[config.mk]
export PLATFORM = sky130hd
export DESIGN_NAME = matmul_arbiter
export DESIGN_NICKNAME = d
export VERILOG_FILES = /design/src/rtl/matmul_arbiter.sv
export SDC_FILE = /design/constraint.sdc
export NUM_CORES = 1
export LEC_CHECK = 0
export ABC_AREA = 1
export BUFFER_PORTS_ARGS = -buffer_cell sky130_fd_sc_hd__buf_4
export CORE_ASPECT_RATIO = 0.5
export CORE_MARGIN = 8
export CORE_UTILIZATION = 45
export CTS_CLUSTER_SIZE = 20
export DETAILED_ROUTE_END_ITERATION = 6
export PLACE_DENSITY = 0.75
export SLEW_MARGIN = 20
export SYNTH_ARGS = -nofsm -noshare
export SYNTH_HDL_FRONTEND = slang
export SYNTH_SLANG_ARGS = --single-unit
export TNS_END_PERCENT = 5
[constraint.sdc]
create_clock -name clk -period 3 [get_ports clk]
set_input_delay 0.3 -clock clk [delete_from_list [all_inputs] [get_ports clk]]
set_output_delay 0.3 -clock clk [all_outputs]
set_load 0.02 [all_outputs]
[src/rtl/matmul_arbiter.sv]
// -----------------------------------------------------------------------------
// matmul_arbiter
//
// Shares one matrix-multiply engine between NUM_REQ requesters. A round-robin
// pointer picks the next requester, its M/N/K dimensions are registered and
// range-checked, and the FSM then sequences the engine's job (valid/ready in)
// and result (valid/ready out) handshakes. The completion is routed back to
// the winner. Operand and result muxes live outside this block and are
// steered by o_sel_id.
//
// Optional feature macro: MATMUL_ARB_WATCHDOG_EN
//   defined   : WAIT-state watchdog, sticky o_timeout_err, cleared by i_err_clr
//   undefined : no counter, o_timeout_err tied low, i_err_clr ignored
//
// Ports
//   clk, rst            clock, asynchronous active-high reset
//   i_req_valid         per-requester job request
//   o_req_ready         one-cycle accept pulse to the granted requester
//   i_req_dims          per requester {m[11:8], n[7:4], k[3:0]}
//   o_sel_id            current owner (operand / result mux select)
//   o_eng_valid_in      job valid to the engine
//   i_eng_ready_in      engine can accept a job
//   o_eng_m/n/k_dim     registered dims of the job being run
//   i_eng_valid_out     engine result valid
//   o_eng_ready_out     result accepted (follows the owner's rsp_ready)
//   o_rsp_valid         one-hot completion to the owner
//   o_rsp_err           completion is a dimension rejection
//   i_rsp_ready         per-requester completion accept
//   o_busy              FSM is not idle
//   o_jobs_done         completed engine jobs, wraps at 16 bits
//   o_timeout_err       sticky watchdog flag
//   i_err_clr           clears o_timeout_err
// -----------------------------------------------------------------------------
module matmul_arbiter #(
   parameter int NUM_REQ        = 4,
   parameter int ID_W           = 2,
   parameter int TIMEOUT_CYCLES = 1024
) (
   input  logic                  clk,
   input  logic                  rst,
   input  logic [NUM_REQ-1:0]    i_req_valid,
   output logic [NUM_REQ-1:0]    o_req_ready,
   input  logic [NUM_REQ*12-1:0] i_req_dims,
   output logic [ID_W-1:0]       o_sel_id,
   output logic                  o_eng_valid_in,
   input  logic                  i_eng_ready_in,
   output logic [3:0]            o_eng_m_dim,
   output logic [3:0]            o_eng_n_dim,
   output logic [3:0]            o_eng_k_dim,
   input  logic                  i_eng_valid_out,
   output logic                  o_eng_ready_out,
   output logic [NUM_REQ-1:0]    o_rsp_valid,
   output logic                  o_rsp_err,
   input  logic [NUM_REQ-1:0]    i_rsp_ready,
   output logic                  o_busy,
   output logic [15:0]           o_jobs_done,
   output logic                  o_timeout_err,
   input  logic                  i_err_clr
);

   typedef enum logic [2:0] {
      S_IDLE,
      S_ISSUE,
      S_WAIT,
      S_RETURN,
      S_REJECT
   } state_t;

   state_t               r_state;
   state_t               w_next_state;

   logic [ID_W-1:0]      r_sel_id;
   logic [ID_W-1:0]      r_rr_ptr;
   logic [11:0]          r_dims;
   logic [15:0]          r_jobs_done;
   logic                 r_rej_first;   // first cycle of REJECT

   logic                 w_grant_any;
   logic [ID_W-1:0]      w_grant_id;
   logic [ID_W-1:0]      w_idx;
   logic [11:0]          w_grant_dims;
   logic                 w_dims_bad;
   logic [NUM_REQ-1:0]   w_sel_onehot;
   logic                 w_rsp_ack;

   function automatic logic dim_bad(input logic [3:0] d);
      return (d == 4'd0) || (d > 4'd8);
   endfunction

   // Round-robin search: scan offsets from high to low so the smallest offset
   // from r_rr_ptr is the last (winning) assignment. ID_W bits wrap naturally
   // because NUM_REQ is a power of two.
   always_comb begin
      // NOTE: every variable gets a default before any branch so no latch is inferred.
      w_grant_any = 1'b0;
      w_grant_id  = '0;
      w_idx       = '0;
      for (int off = NUM_REQ - 1; off >= 0; off--) begin
         w_idx = r_rr_ptr + ID_W'(off);
         if (i_req_valid[w_idx]) begin
            w_grant_any = 1'b1;
            w_grant_id  = w_idx;
         end
      end
   end

   assign w_grant_dims = i_req_dims[int'(w_grant_id)*12 +: 12];
   assign w_dims_bad   = dim_bad(w_grant_dims[11:8]) ||
                         dim_bad(w_grant_dims[7:4])  ||
                         dim_bad(w_grant_dims[3:0]);

   assign w_sel_onehot = {{(NUM_REQ-1){1'b0}}, 1'b1} << r_sel_id;
   assign w_rsp_ack    = i_rsp_ready[r_sel_id];

   // ---------------------------------------------------------------- state reg
   always_ff @(posedge clk or posedge rst) begin
      if (rst) begin
         r_state <= S_IDLE;
      end else begin
         // NOTE: sequential state uses non-blocking assignment so every flop samples pre-edge values.
         r_state <= w_next_state;
      end
   end

   // --------------------------------------------------------------- next state
   always_comb begin
      w_next_state = r_state;
      case (r_state)
         S_IDLE:   if (w_grant_any)     w_next_state = w_dims_bad ? S_REJECT : S_ISSUE;
         S_ISSUE:  if (i_eng_ready_in)  w_next_state = S_WAIT;
         S_WAIT:   if (i_eng_valid_out) w_next_state = S_RETURN;
         S_RETURN: if (w_rsp_ack)       w_next_state = S_IDLE;
         S_REJECT: if (w_rsp_ack)       w_next_state = S_IDLE;
         default:                       w_next_state = S_IDLE;
      endcase
   end

   // ------------------------------------------------------------------ outputs
   // Everything is decoded from state; the only input terms are the ready
   // pass-throughs that must be combinational within the handshake cycle.
   always_comb begin
      o_eng_valid_in  = 1'b0;
      o_req_ready     = '0;
      o_eng_ready_out = 1'b0;
      o_rsp_valid     = '0;
      o_rsp_err       = 1'b0;
      o_busy          = (r_state != S_IDLE);
      o_eng_m_dim     = 4'd0;
      o_eng_n_dim     = 4'd0;
      o_eng_k_dim     = 4'd0;
      case (r_state)
         S_ISSUE: begin
            o_eng_valid_in = 1'b1;
            if (i_eng_ready_in) o_req_ready = w_sel_onehot;
            {o_eng_m_dim, o_eng_n_dim, o_eng_k_dim} = r_dims;
         end
         S_WAIT: begin
            {o_eng_m_dim, o_eng_n_dim, o_eng_k_dim} = r_dims;
         end
         S_RETURN: begin
            o_rsp_valid     = w_sel_onehot;
            o_eng_ready_out = w_rsp_ack;
            {o_eng_m_dim, o_eng_n_dim, o_eng_k_dim} = r_dims;
         end
         S_REJECT: begin
            // Rejected dims never reach the engine; the request is consumed
            // with a single accept pulse on entry.
            o_rsp_valid = w_sel_onehot;
            o_rsp_err   = 1'b1;
            if (r_rej_first) o_req_ready = w_sel_onehot;
         end
         default: ;
      endcase
   end

   // ----------------------------------------------------------------- datapath
   always_ff @(posedge clk or posedge rst) begin
      if (rst) begin
         r_sel_id    <= '0;
         r_rr_ptr    <= '0;
         r_dims      <= '0;
         r_jobs_done <= '0;
         r_rej_first <= 1'b0;
      end else begin
         r_rej_first <= 1'b0;
         // Dims are captured only at grant; a requester may drop its request
         // afterwards and the registered copy is still what gets issued.
         if (r_state == S_IDLE && w_grant_any) begin
            r_sel_id    <= w_grant_id;
            r_dims      <= w_grant_dims;
            r_rej_first <= w_dims_bad;
         end
         if ((r_state == S_RETURN || r_state == S_REJECT) && w_rsp_ack) begin
            r_rr_ptr <= r_sel_id + ID_W'(1);
         end
         if (r_state == S_RETURN && w_rsp_ack) begin
            r_jobs_done <= r_jobs_done + 16'd1;
         end
      end
   end

   assign o_sel_id    = r_sel_id;
   assign o_jobs_done = r_jobs_done;

   // ----------------------------------------------------------------- watchdog
`ifdef MATMUL_ARB_WATCHDOG_EN
   localparam int WD_W = $clog2(TIMEOUT_CYCLES + 1);

   logic [WD_W-1:0] r_wd_cnt;
   logic            r_timeout_err;

   // The counter saturates at TIMEOUT_CYCLES so a very long wait cannot wrap
   // and re-fire. The flag is set on the edge where the count reaches the
   // limit, so it is visible in the following WAIT cycle.
   always_ff @(posedge clk or posedge rst) begin
      if (rst) begin
         r_wd_cnt      <= '0;
         r_timeout_err <= 1'b0;
      end else begin
         if (r_state == S_ISSUE && w_next_state == S_WAIT) begin
            r_wd_cnt <= '0;
         end else if (r_state == S_WAIT && r_wd_cnt != WD_W'(TIMEOUT_CYCLES)) begin
            r_wd_cnt <= r_wd_cnt + WD_W'(1);
         end
         // Set has priority over a simultaneous clear.
         if (r_state == S_WAIT && r_wd_cnt == WD_W'(TIMEOUT_CYCLES - 1)) begin
            r_timeout_err <= 1'b1;
         end else if (i_err_clr) begin
            r_timeout_err <= 1'b0;
         end
      end
   end

   assign o_timeout_err = r_timeout_err;
`else
   logic [31:0] w_unused_cfg;
   assign w_unused_cfg  = {TIMEOUT_CYCLES[30:0], i_err_clr};
   assign o_timeout_err = 1'b0;
`endif

endmodule

After elaboration in Yosys (flattened, before gate mapping)
Index checks and enable logic that the tools add are counted.
{ "word_totals": {"reg_bits": 36, "out_inout_bits": 43, "word_cells": 82} }
{ "op_classes": {"add_sub_neg": 5, "multipliers": 1, "magnitude_cmp": 8, "eq_ne": 8, "shifts": 2, "muxes": 35, "n_reduce_logical": 17} }
{ "op_table": {"columns": ["op", "n"], "rows": [
  ["$shiftx A48 B7 Y12", 1],
  ["$mux W4", 6],
  ["$add A16 B1 Y16 const B", 1],
  ["$lt A2 B3 Y1 const B", 5],
  ["$mux W3", 5],
  ["$mux W1", 13],
  ["$gt A4 B4 Y1 const B", 3],
  ["$logic_not A4 Y1", 3],
  ["$pmux W3 S4", 1],
  ["$bmux W1 S2", 5],
  ["$mux W2", 4],
  ["$pmux W4 S2", 1],
  ["$eq A3 B2 Y1 const B", 2],
  ["$logic_or A1 B1 Y1", 6],
  ["$ne A2 B2 Y1 const B", 3],
  ["$add A2 B1 Y2 const B", 2],
  ["$add A2 B2 Y2 const B", 2],
  ["$mul A2 B2 Y4 const B", 1],
  ["$reduce_and A4 Y1", 1],
  ["$shl A1 B2 Y4 const A", 1],
  ["$eq A3 B1 Y1 const B", 1],
  ["$eq A3 B3 Y1 const B", 1],
  ["$logic_and A1 B1 Y1", 3],
  ["$logic_not A3 Y1", 1],
  ["other kinds (4)", 4]
]} }

Logic depth before layout (Yosys ltp)
Gate-level depths: netlist of run 1.
{ "logic_depth": {"word_depth": 16, "depth_mapped": 21, "mapped_depth_nobuf": 21} }

Worst setup path after synthesis of run 1
Ideal clock, no wire load.
{ "synth_timing": {"kind": "register to register", "start": "register r_sel_id[0], in the netlist o_sel_id[0]", "end": "register r_jobs_done[15], in the netlist o_jobs_done[15]", "arrival_time_ns": 1.990, "t_required_ns": 2.921, "path_slack_ns": 0.930, "path_stages_with_launch": 13, "n_path_buf": 0, "synth_period_minus_slack_ns": 2.070, "cell_sequence": "dfrtp_1 -> inv_1 -> nand2_1 -> nand3_1 -> nand2_1 -> nor2_4 -> inv_2 -> nor4_4 -> inv_2 -> nor2_1 -> nand2_1 -> nor3b_2 -> xor2_1"} }
{ "synth_between": {"elab_chain_cells": 3} }
{ "synth_rtl": {"columns": ["item", "line", "text"], "rows": [
  ["start: declaration", "72", "logic [ID_W-1:0] r_sel_id;"],
  ["start signal: assignment", "189", "r_sel_id <= w_grant_id;"],
  ["$bmux W1 S2", "113", "assign w_rsp_ack = i_rsp_ready[r_sel_id];"],
  ["$mux W1 (not written as such)", "113", null],
  ["$logic_and A1 B1 Y1", "196", "if (r_state == S_RETURN && w_rsp_ack) begin"],
  ["end signal: assignment", "197", "r_jobs_done <= r_jobs_done + 16'd1;"],
  ["end: declaration", "75", "logic [15:0] r_jobs_done;"]
]} }
Every way passes these cells. The select of a mux whose other input is x is not followed.
A chain may end at the register's enable or synchronous reset.

Final worst setup path of run 1
{ "layout_timing": {"start": "register r_rr_ptr[0]", "end": "register r_state[2]"} }
{ "layout_between": {"elab_chain_cells": 16, "word_cells_on_any_way": 37, "cone_classes": "add/sub: 3; mul: 1; order compare: 3; eq/ne: 1; shift: 1; mux: 19; reduce/logical: 9"} }
{ "layout_rtl": {"columns": ["item", "line", "text"], "rows": [
  ["start: declaration", "73", "logic [ID_W-1:0] r_rr_ptr;"],
  ["start signal: assignment", "194", "r_rr_ptr <= r_sel_id + ID_W'(1);"],
  ["$add A2 B2 Y2", "99", "w_idx = r_rr_ptr + ID_W'(off);"],
  ["$bmux W1 S2", "100", "if (i_req_valid[w_idx]) begin"],
  ["$mux W1 (not written as such)", "100", null],
  ["$mux W2 (4 in series)", "100", null],
  ["$mul A2 B2 Y4", "107", "assign w_grant_dims = i_req_dims[int'(w_grant_id)*12 +: 12];"],
  ["$shiftx A48 B7 Y12", "107", null],
  ["$gt A4 B4 Y1 or $logic_not A4 Y1 (tied branches)", "87", "return (d == 4'd0) || (d > 4'd8);"],
  ["$logic_or A1 B1 Y1", "87", null],
  ["$logic_or A1 B1 Y1", "108", "assign w_dims_bad = dim_bad(w_grant_dims[11:8]) ||"],
  ["$logic_or A1 B1 Y1", "109", "dim_bad(w_grant_dims[7:4]) ||"],
  ["$mux W3 (2 in series)", "129", "S_IDLE: if (w_grant_any) w_next_state = w_dims_bad ? S_REJECT : S_ISSUE;"],
  ["$pmux W3 S4", "128", "case (r_state)"],
  ["end signal: assignment", "121", "r_state <= w_next_state;"],
  ["end: declaration", "69", "state_t r_state;"]
]} }
Several ways; a longest one is shown, not always the timed one. The select of a mux whose other input is x is not followed.

==> run_results.csv, run 1 <==
group,metric,value,unit
route,wl_per_cell,11.9,um
yosys,syn_nets,452,
run,maxCapViolCount,0,
global_routing,gr-usage-all-layers,15.2,%
cts,cts_root_buffer,"clkbuf_16",
power,power.internal,0.00185,W
yosys,syn_avg_cell_area,6.79,sq um
die,fp-row-count,19,
critical_path,cp-start-kind,"register",
die,pin_count,104,
timing,hold_viol_final,0,
critical_path,critPathKind,"register to register",
die,coreArea,5560,sq um
timing,final.setup.tns,0,ns
power,leakagePower,1.96,nW
yosys,synth_top_family_by_area,"simple AND/OR/NAND/NOR gates",
yosys,ys_seq_elements,36,
critical_path,cp.arrival,2.78,ns
power,clockPowerShare,13.9,%
route,viasPerCell,4.59,
yosys,yosysTopAreaCell,"dfrtp_1",
hold_path,holdCritPathClass,"input port to asynchronous set/reset pin",
timing,slew_viol_final,0,
yosys,netlist.area_leader.share,34.4,%
route,vias,2564,
yosys,synth_compound_area_share,8.54,%
finish,areaGrowthSynthToFinish,35.8,%
global_routing,antenna_found_initial,0,
finish,num_antenna_cells,0,
route,ant_nets,0,
cts,cts.sinks,36,
yosys,synth.distinct_cells,36,
timing,period_needed,2.63,ns
power,power_frac_comb,66.0,%
timing,slew_headroom,63.0,%
cts,cts_tree,"done",
finish,fillCellCount,532,
global_routing,grt_pass1_wl,11000,um
yosys,yosysWarnings,0,
finish,layout-drive-gt1-share,27.0,%
finish,nNetsFinal,551,
timing,clock.fmax,0.381,GHz
yosys,synthXorXnorAreaFrac,4.68,%
power,switching_power,0.00192,W
critical_path,regToRegSetupSlack,0.37,ns
power,p_sw_share,51.0,%
route,drc,0,
route,firstDrtPassIters,4,
yosys,yosys.area_share.adder,2.39,%
yosys,netlist_instances,386,
yosys,synth_simple_gate_area_share,35.7,%
power,ir_drop,0.662,mV
timing,post-route-period-util,87.6,%
finish,final_common_cell,"buf_4",
die,die_w,124,um
timing,setup_viol,0,
die,die-height,70.0,um
place,hpwl,5380,um
status,status,"completed",
critical_path,cp_max_fo,32,
global_routing,grt_pass1_vias,2413,
cts,clk_latency,0.27,ns
power,p_per_area,1060,nW/um^2
place,pre_cts_ws,0.332,ns
yosys,yosysSeqAreaShare,34.4,%
critical_path,endpoint_kind,"register",
route,totalWireLength,6640,um
yosys,synth_mux_area_share,0,%
place,gp_congestion,0.835,
cts,cts_htree_levels,2,
global_routing,grt_start_max_net_pins,37,
finish,final_cell_mix,"buf_4 (105), nand2_1 (103), inv_1 (68)",
timing,worst_pin_slew,0.553,ns
place,numPortBuffers,101,
die,initial_core_util,47.1,%
cts,cts_buffer_depth,2,
cts,numCtsBuffers,5,
timing,fin_ws,0.372,ns
yosys,syn_area,2620,sq um
yosys,synthTopCellsByArea,"dfrtp_1 (34%), nand2_1 (15%), inv_1 (9.7%), nand3_1 (6.5%), nor2_1 (6.0%)",
timing,rsz0062_at_grt,"false",
cts,ctsHoldBuffers,0,
critical_path,cp_data_required_time,3.15,ns
timing,clock_skew,0.00274,ns
cts,path_clk_slew,0.05,ns
die,die_area,8670,sq um
power,p_seq_share,20.2,%
global_routing,overflow,0,
route,drtIter0Drc,147,
layer usage:
| layer | up-vias | part of all wire (%) | global-route usage, % |
|---|---|---|---|
| li1 | 1384 | - | - |
| met3 | 2 | 6.1 | 4.65 |
| met2 | 56 | 46 | 25.3 |
| met5 | - | 0 | 0 |
| met1 | 1122 | 48 | 18.8 |
| met4 | 0 | 0.60 | 3.53 |
Yosys cell counts:
cell,number
dfrtp_1,36
nand2_2,2
buf_8,2
nand3_1,34
nand4_1,2
clkbuf_1,2
a22oi_1,1
nor2_1,42
o211ai_1,2
nand2_1,103
o21ai_0,17
a32o_1,1
xnor2_1,5
nand2_4,2
inv_1,68
a2111oi_0,1
clkbuf_4,1
nor3b_2,1
buf_4,2
ha_1,5
nor2_2,3
inv_2,4
conb_1,1
o21ai_1,6
nor4_4,1
a21oi_1,6
o211ai_2,1
nand3_2,2
buf_2,4
a21oi_2,2
nand3b_1,8
nor2_4,1
nor3_1,6
a21boi_1,1
xor2_1,9
buf_6,2
power groups by stage:
| stage | Sequential, W | Clock [W] | Combinational [W] |
|---|---|---|---|
| finish | 0.000761 | 0.000523 | 0.00249 |
| global route | 0.000780 | 0.000560 | 0.00282 |
| CTS | 0.000760 | 0.000534 | 0.00248 |
| detailed placement | 0.000766 | 0 | 0.00247 |
| global placement | 0.000766 | 0 | 0.00243 |
| floorplan | 0.000764 | 0 | 0.00197 |
sequential cells by signal (all words and copies together), names as in the netlist:
name / count
r_dims: 12
o_jobs_done: 16
r_rej_first: 1
o_sel_id: 2
r_state: 3
r_rr_ptr: 2
through the flow:
step	cell area, sq um	hold WS (ns)	std cells	utilization, %	total power [W]
2_1_floorplan	2620	0.467	386	-	0.00273
3_3_place_gp	3400	0.435	551	61.1	0.00320
3_5_place_dp	3400	0.438	551	61.1	0.00324
4_1_cts	3550	0.145	558	63.9	0.00378
5_1_grt	3560	0.174	558	64.0	0.00415
6_report	3560	0.127	558	64.0	0.00377
worst max-delay path, stage by stage (launching register included):
cell and delay [ns]:
dfrtp_1 0.53, o21ai_0 0.32, nand2_1 0.14, nand3_2 0.11
nand3_2 0.25, nand2_8 0.30, inv_2 0.11, nor2_1 0.10
nor2_1 0.04, o21ai_1 0.09, nand2_1 0.10, inv_1 0.06
nand2_1 0.04, nand2_1 0.09, nand3_1 0.08, nand2_1 0.08
o21ai_1 0.06
worst paths after layout:
kind,from,end,depth (start not counted)
setup / recovery,r_rr_ptr[0],r_state[2],16
hold / removal,rst,o_jobs_done[13],3
setup reg to reg,r_rr_ptr[0],r_state[2],16
hold reg to reg,o_jobs_done[15],o_jobs_done[15],1
max in group asynchronous,rst,r_dims[5],3
min in group clk,i_req_dims[27],r_dims[3],5
final cells by class:
| type | instances | area (sq um) | share of cell area (%) |
|---|---|---|---|
| multi-input combinational | 265 | 1360 | 38.1 |
| sequential | 36 | 901 | 25.3 |
| timing repair buffer | 105 | 788 | 22.1 |
| inverter | 72 | 270 | 7.59 |
| clock buffer | 7 | 153 | 4.29 |
| tap | 73 | 91.3 | 2.57 |
cell families (layout without fill, tap and decap cells):
logic type | count (synthesis) | count (layout)
AND/OR/NAND/NOR | 207 | 207
buffers and inverters | 85 | 184
AO/OA/AOI/OAI | 38 | 38
flip-flops | 36 | 36
XOR/XNOR | 14 | 14
adder cells (fa/ha/maj) | 5 | 5
other | 1 | 1
repair_timing:
| action | 4_1_cts | 5_1_grt |
|---|---|---|
| gates resized for setup | 0 | 1 |
| setup buffers | 0 | 0 |
| setup endpoints to repair | 0 | 2 |
(Power assumes the default switching activity.)
==> run 2, diff against run 1 <==
--- a/config.mk
+++ b/config.mk
@@ -12,7 +12,8 @@
 export CORE_UTILIZATION = 45
 export CTS_CLUSTER_SIZE = 20
 export DETAILED_ROUTE_END_ITERATION = 6
-export PLACE_DENSITY = 0.75
+export GPL_TIMING_DRIVEN = 0
+export PLACE_DENSITY = 0.8
 export SLEW_MARGIN = 20
 export SYNTH_ARGS = -nofsm -noshare
 export SYNTH_HDL_FRONTEND = slang
==> run 2 against run 1 <==
Sequential cell count did not move. Power up 5.6%. Core utilization grew 1.1 points. Worst setup slack improved by 0.14 ns. Combinational power is 8.8% higher. Register-to-register slack better by 0.14 ns.
==> run_results.csv, run 2 (same netlist as run 1, synthesis figures left out) <==
group,metric,value,unit
place,numPortBuffers,101,
die,pin_count,104,
finish,final_cell_mix,"nand2_1 (103), buf_4 (103), inv_1 (67)",
critical_path,r2r_start,"r_rr_ptr[0]",
route,viasPerCell,4.82,
die,fp-row-count,19,
cts,clk_latency,0.28,ns
cts,ctsHoldBuffers,0,
die,coreArea,5560,sq um
cts,cts_tree,"done",
route,totalWireLength,7100,um
place,hpwl,5680,um
route,drtIter0Drc,101,
global_routing,grt_start_max_net_pins,37,
finish,areaGrowthSynthToFinish,38.2,%
power,ir_drop,0.614,mV
timing,rsz0062_at_grt,"false",
timing,clock_skew,0.00423,ns
power,leakagePower,2.00,nW
critical_path,cp_data_required_time,3.15,ns
cts,cts_resized,0,
global_routing,grt_pass1_wl,12000,um
route,ant_nets,0,
timing,setup_viol,0,
critical_path,critPathKind,"register to register",
cts,cts_root_buffer,"clkbuf_16",
place,gp_congestion,0.869,
status,status,"completed",
cts,numCtsBuffers,5,
global_routing,overflow,0,
die,die-height,70.0,um
cts,cts_buffer_depth,2,
cts,cts_htree_levels,2,
finish,num_antenna_cells,0,
cts,cts.sinks,36,
timing,post-route-period-util,83.1,%
timing,worst_pin_slew,0.928,ns
route,firstDrtPassIters,5,
critical_path,r2r_cells,10,
cts,path_clk_slew,0.05,ns
cts,cts_setup_buffers,0,
timing,slew_viol_final,0,
route,vias,2732,
timing,period_needed,2.49,ns
critical_path,cp-start-kind,"register",
finish,nNetsFinal,560,
finish,largest_reg_flops,16,
critical_path,regToRegSetupSlack,0.51,ns
critical_path,endpoint_kind,"register",
critical_path,cp.arrival,2.64,ns
die,die_w,124,um
timing,final.setup.tns,0,ns
timing,hold_viol_final,0,
finish,layout-drive-gt1-share,28.1,%
power,p_per_area,1100,nW/um^2
finish,post-route-util,65.2,%
die,initial_core_util,47.1,%
timing,slew_headroom,36.5,%
die,die_area,8670,sq um
timing,clock.fmax,0.401,GHz
route,wl_per_cell,12.5,um
global_routing,gr-usage-all-layers,16.9,%
global_routing,grt_pass1_vias,2610,
critical_path,regToRegEndpoint,"r_dims[2]",
critical_path,cp_max_fo,10,
run,maxCapViolCount,0,
hold_path,holdCritPathClass,"input port to asynchronous set/reset pin",
global_routing,antenna_found_initial,0,
route,drc,0,
run 2: worst max path at each step:
stage | cells past startpoint | to | start
after floorplan | 12 | o_jobs_done[15] | o_sel_id[0]
after global placement | 10 | r_dims[1] | r_rr_ptr[0]
after detailed placement | 10 | r_dims[2] | r_rr_ptr[0]
after CTS | 10 | r_dims[2] | r_rr_ptr[0]
after global routing | 10 | r_dims[2] | r_rr_ptr[0]
final | 10 | r_dims[2] | r_rr_ptr[0]
run 2: routing by layer:
metal / share of wire [%] / GRT usage (%) / up-vias
li1: - / - / 1406
met1: 43 / 20.9 / 1244
met2: 48 / 27.8 / 72
met3: 7.0 / 4.81 / 10
met4: 1.7 / 5.50 / 0
met5: 0 / 0 / -
run 2: final cells by class:
class                   instances  area, sq um
fillers                       496         1940
repair buffers                101          758
clock buffers                   7          153
plain buffers                  13          103
well taps                      73         91.3
multi-input cells             265         1350
flip-flops and latches         36          901
inverters                      72          270
run 2: stage by stage:
step / total power (W) / instance area (sq um) / instances / worst slack, ns / hold slack [ns]
after floorplan: 0.00273 / 2620 / 386 / 0.930 / 0.467
after global placement: 0.00339 / 3470 / 560 / 0.683 / 0.458
after detailed placement: 0.00345 / 3470 / 560 / 0.653 / 0.464
after CTS: 0.00399 / 3620 / 567 / 0.589 / 0.196
after global routing: 0.00439 / 3620 / 567 / 0.345 / 0.232
final: 0.00398 / 3620 / 567 / 0.508 / 0.158
run 2: report_power, final:
| group | leakage (nW) | internal [W] | switching (W) |
|---|---|---|---|
| registers | 0.431 | 0.000647 | 0.0000983 |
| logic | 1.49 | 0.000979 | 0.00173 |
| clock network | 0.0760 | 0.000348 | 0.000180 |
run 2: critical path, cell delays in order, from the launching register on:
cell and delay [ns]:
dfrtp_1 0.39, buf_6 0.16, nand2_1 0.07, nand3_1 0.12
nand2_1 0.09, a2111oi_0 0.80, nor2_1 0.13, buf_2 0.23
buf_2 0.19, nand2_1 0.08, o21ai_0 0.08
==> run 3, diff against run 2 <==
--- a/config.mk
+++ b/config.mk
@@ -5,15 +5,15 @@
 export SDC_FILE = /design/constraint.sdc
 export NUM_CORES = 1
 export LEC_CHECK = 0
-export ABC_AREA = 1
+export ABC_AREA = 0
 export BUFFER_PORTS_ARGS = -buffer_cell sky130_fd_sc_hd__buf_4
 export CORE_ASPECT_RATIO = 0.5
 export CORE_MARGIN = 8
-export CORE_UTILIZATION = 45
+export CORE_UTILIZATION = 43
 export CTS_CLUSTER_SIZE = 20
 export DETAILED_ROUTE_END_ITERATION = 6
 export GPL_TIMING_DRIVEN = 0
-export PLACE_DENSITY = 0.8
+export PLACE_DENSITY = 0.82
 export SLEW_MARGIN = 20
 export SYNTH_ARGS = -nofsm -noshare
 export SYNTH_HDL_FRONTEND = slang
==> constraint.sdc (replaced) <==
create_clock -name clk -period 2 [get_ports clk]
set_input_delay 0.2 -clock clk [delete_from_list [all_inputs] [get_ports clk]]
set_output_delay 0.2 -clock clk [all_outputs]
set_load 0.02 [all_outputs]
==> run 3 against run 2 <==
The run now ends with setup timing left. Combinational power down 14%. Largest power group unchanged. Via count is 21% lower. Synthesized cell count decreased by 39%. Global-route usage fell by 0.98 points. Clock power barely moved. Clock skew shrank 0.0022 ns. Worst hold slack worse by 0.11 ns. Count of clock-buffer cells in the layout increased by 1.
==> run_results.csv, run 3 <==
group,metric,value,unit
status,status,"finished with violations",
status,violations,"setup timing",
yosys,yosysMostFrequentCell,"dfrtp_1",
yosys,yosysTopAreaCell,"dfrtp_1",
finish,layout-drive-gt1-share,44.4,%
timing,period_needed,2.39,ns
yosys,yosys.area_share.adder,2.73,%
timing,post-route-period-util,119,%
yosys,synth.distinct_cells,39,
finish,num_antenna_cells,0,
power,ir_drop,0.637,mV
yosys,yosysWarnings,0,
timing,worst_pin_slew,0.728,ns
timing,hold_viol_final,0,
route,ant_nets,0,
timing,slew_viol_final,0,
global_routing,overflow,0,
power,leakagePower,1.71,nW
place,numPortBuffers,101,
critical_path,cp.arrival,2.56,ns
die,coreArea,5020,sq um
place,pre_cts_ws,-0.323,ns
yosys,ys_seq_elements,36,
critical_path,r2r_cells,10,
cts,cts_tree,"done",
critical_path,cp_slowest_cell,"dfrtp_1",
critical_path,cp_max_fo,8,
yosys,synth_compound_area_share,9.34,%
run,maxCapViolCount,0,
yosys,synth_edf_count,0,
yosys,synthXorXnorAreaFrac,5.73,%
yosys,yosysSeqAreaShare,39.3,%
global_routing,grt_pass1_wl,10500,um
die,die-height,67.6,um
die,fp-row-count,18,
global_routing,antenna_found_initial,0,
yosys,ys_async_sr_fraction,100,%
critical_path,slowest_delay,0.43,ns
finish,multi_input_area,1340,sq um
critical_path,regToRegEndpoint,"r_state[0]",
place,gp_congestion,0.746,
die,die_area,8060,sq um
finish,fillCellCount,399,
finish,final_cell_mix,"buf_4 (106), dfrtp_1 (35), nand2_1 (32)",
timing,fin_ws,-0.385,ns
critical_path,endpoint_kind,"register",
cts,cts.sinks,36,
die,pin_count,104,
yosys,syn_area,2290,sq um
die,die_w,119,um
die,initial_core_util,45.6,%
place,hpwl,5390,um
route,wl_per_cell,16.7,um
timing,clock_skew,0.00202,ns
timing,clock.fmax,0.419,GHz
critical_path,crit_buf_inv,3,
global_routing,grt_pass1_vias,2161,
critical_path,regToRegSetupSlack,-0.39,ns
cts,cts_buffer_depth,2,
cts,path_clk_slew,0.07,ns
yosys,netlist.area_leader.share,39.3,%
route,viasPerCell,5.10,
yosys,synth_simple_gate_area_share,19.5,%
timing,rsz0062_at_grt,"true",
critical_path,cp_cell_sequence,"inv_1 -> o221ai_2 -> a21oi_4 -> buf_8 -> buf_12 -> mux2i_1 -> mux2i_1 -> and4_1 -> or2_1 -> a31o_1",
route,totalWireLength,7010,um
route,vias,2147,
yosys,synth_top_family_by_area,"simple AND/OR/NAND/NOR gates",
yosys,synth_top_flop_cell,"dfrtp_1",
cts,cts_root_buffer,"clkbuf_8",
yosys,syn_avg_cell_area,9.75,sq um
cts,numCtsBuffers,5,
route,drc,0,
critical_path,crit_family,"compound AO/OA/AOI/OAI gates",
finish,final_common_cell,"buf_4",
timing,slew_headroom,51.4,%
critical_path,cp_data_required_time,2.18,ns
yosys,ys_top_cells_by_count,"dfrtp_1 (36), nand2_1 (32), mux2i_1 (25)",
finish,areaGrowthSynthToFinish,48.1,%
yosys,synthTopCellsByArea,"dfrtp_1 (39%), mux2i_1 (11%), mux2_2 (6.4%), and2_1 (5.5%), nand2_1 (5.2%)",
yosys,synth_mux_area_share,18.3,%
timing,final.setup.tns,-1.85,ns
route,drtIter0Drc,126,
finish,largest_reg_flops,16,
route,firstDrtPassIters,4,
critical_path,r2r_start,"r_rr_ptr[1]",
hold_path,holdCritPathClass,"input port to asynchronous set/reset pin",
critical_path,cp-start-kind,"register",
critical_path,crit_top_cell,"mux2i_1",
yosys,syn_nets,301,
cts,clk_latency,0.28,ns
global_routing,grt_start_max_net_pins,37,
finish,seqCellArea,902,sq um
cts,cts_htree_levels,2,
power,p_per_area,1170,nW/um^2
cts,ctsHoldBuffers,0,
finish,nNetsFinal,416,
timing,setup_viol,9,
critical_path,critPathKind,"register to register",
yosys,netlist_instances,235,
global_routing,gr-usage-all-layers,16.0,%
run 3: changes by cell type after synthesis, moves of 20 or more:
cell,before,now
inv_1,68,10
and2_1,0,20
mux2i_1,0,25
nand3_1,34,1
nor2_1,42,13
nand2_1,103,32
run 3: worst max path at each step:
| stage | from | endpoint | slack (ns) | cells after the start |
|---|---|---|---|---|
| detailed placement | r_rr_ptr[1] | r_state[2] | -0.32 | 9 |
| global placement | r_rr_ptr[1] | r_state[2] | -0.25 | 9 |
| CTS | r_rr_ptr[1] | r_state[2] | -0.24 | 9 |
| finish | r_rr_ptr[1] | r_state[0] | -0.39 | 10 |
| global route | r_rr_ptr[1] | r_state[0] | -0.45 | 10 |
| floorplan | r_rr_ptr[1] | r_state[0] | -0.08 | 9 |
run 3: layer usage:
metal  up-vias  share of wire (%)  track usage, %
li1       1033                  -               -
met5         -                  0               0
met2        54                 52            31.0
met4         0                2.2            4.84
met3        15                5.6            4.49
met1      1045                 40            17.0
run 3: layout make-up:
cell class,count,area share [%]
inverters,12,1.33
plain buffers,10,2.62
repair buffers,108,24.7
clock buffers,8,2.65
multi-input cells,177,39.5
flip-flops and latches,36,26.6
well taps,70,2.58
run 3: cell families after synthesis:
group | after synthesis
adders and majority gates | 5
xor gates and xnor gates | 15
muxes | 39
DFF | 36
other | 1
buffers and inverters | 22
AOI/OAI and AO/OA | 32
and+or+nand+nor | 85
run 3: report_power, final:
part	switching, W	internal [W]	total (W)	leakage (nW)
registers	0.000154	0.000937	0.00109	0.465
logic	0.00121	0.00113	0.00234	1.20
clock network	0.000247	0.000281	0.000528	0.0455
run 3: repair_timing:
action                                  4_1_cts  5_1_grt
buffers inserted                              1        6
resized for setup                             8       20
pin swaps                                     4        6
endpoints found under the setup margin       35       37
run 3: per-stage QoR:
stage               util, %  hold slack (ns)  power (W)  instances  cell area, sq um
floorplan                 -            0.367    0.00250        235              2310
global placement       62.8            0.456    0.00306        406              3150
detailed placement     62.8            0.382    0.00315        406              3150
CTS                    65.3           0.0707    0.00374        415              3280
global route           67.6            0.107    0.00422        421              3390
finish                 67.6           0.0447    0.00396        421              3390
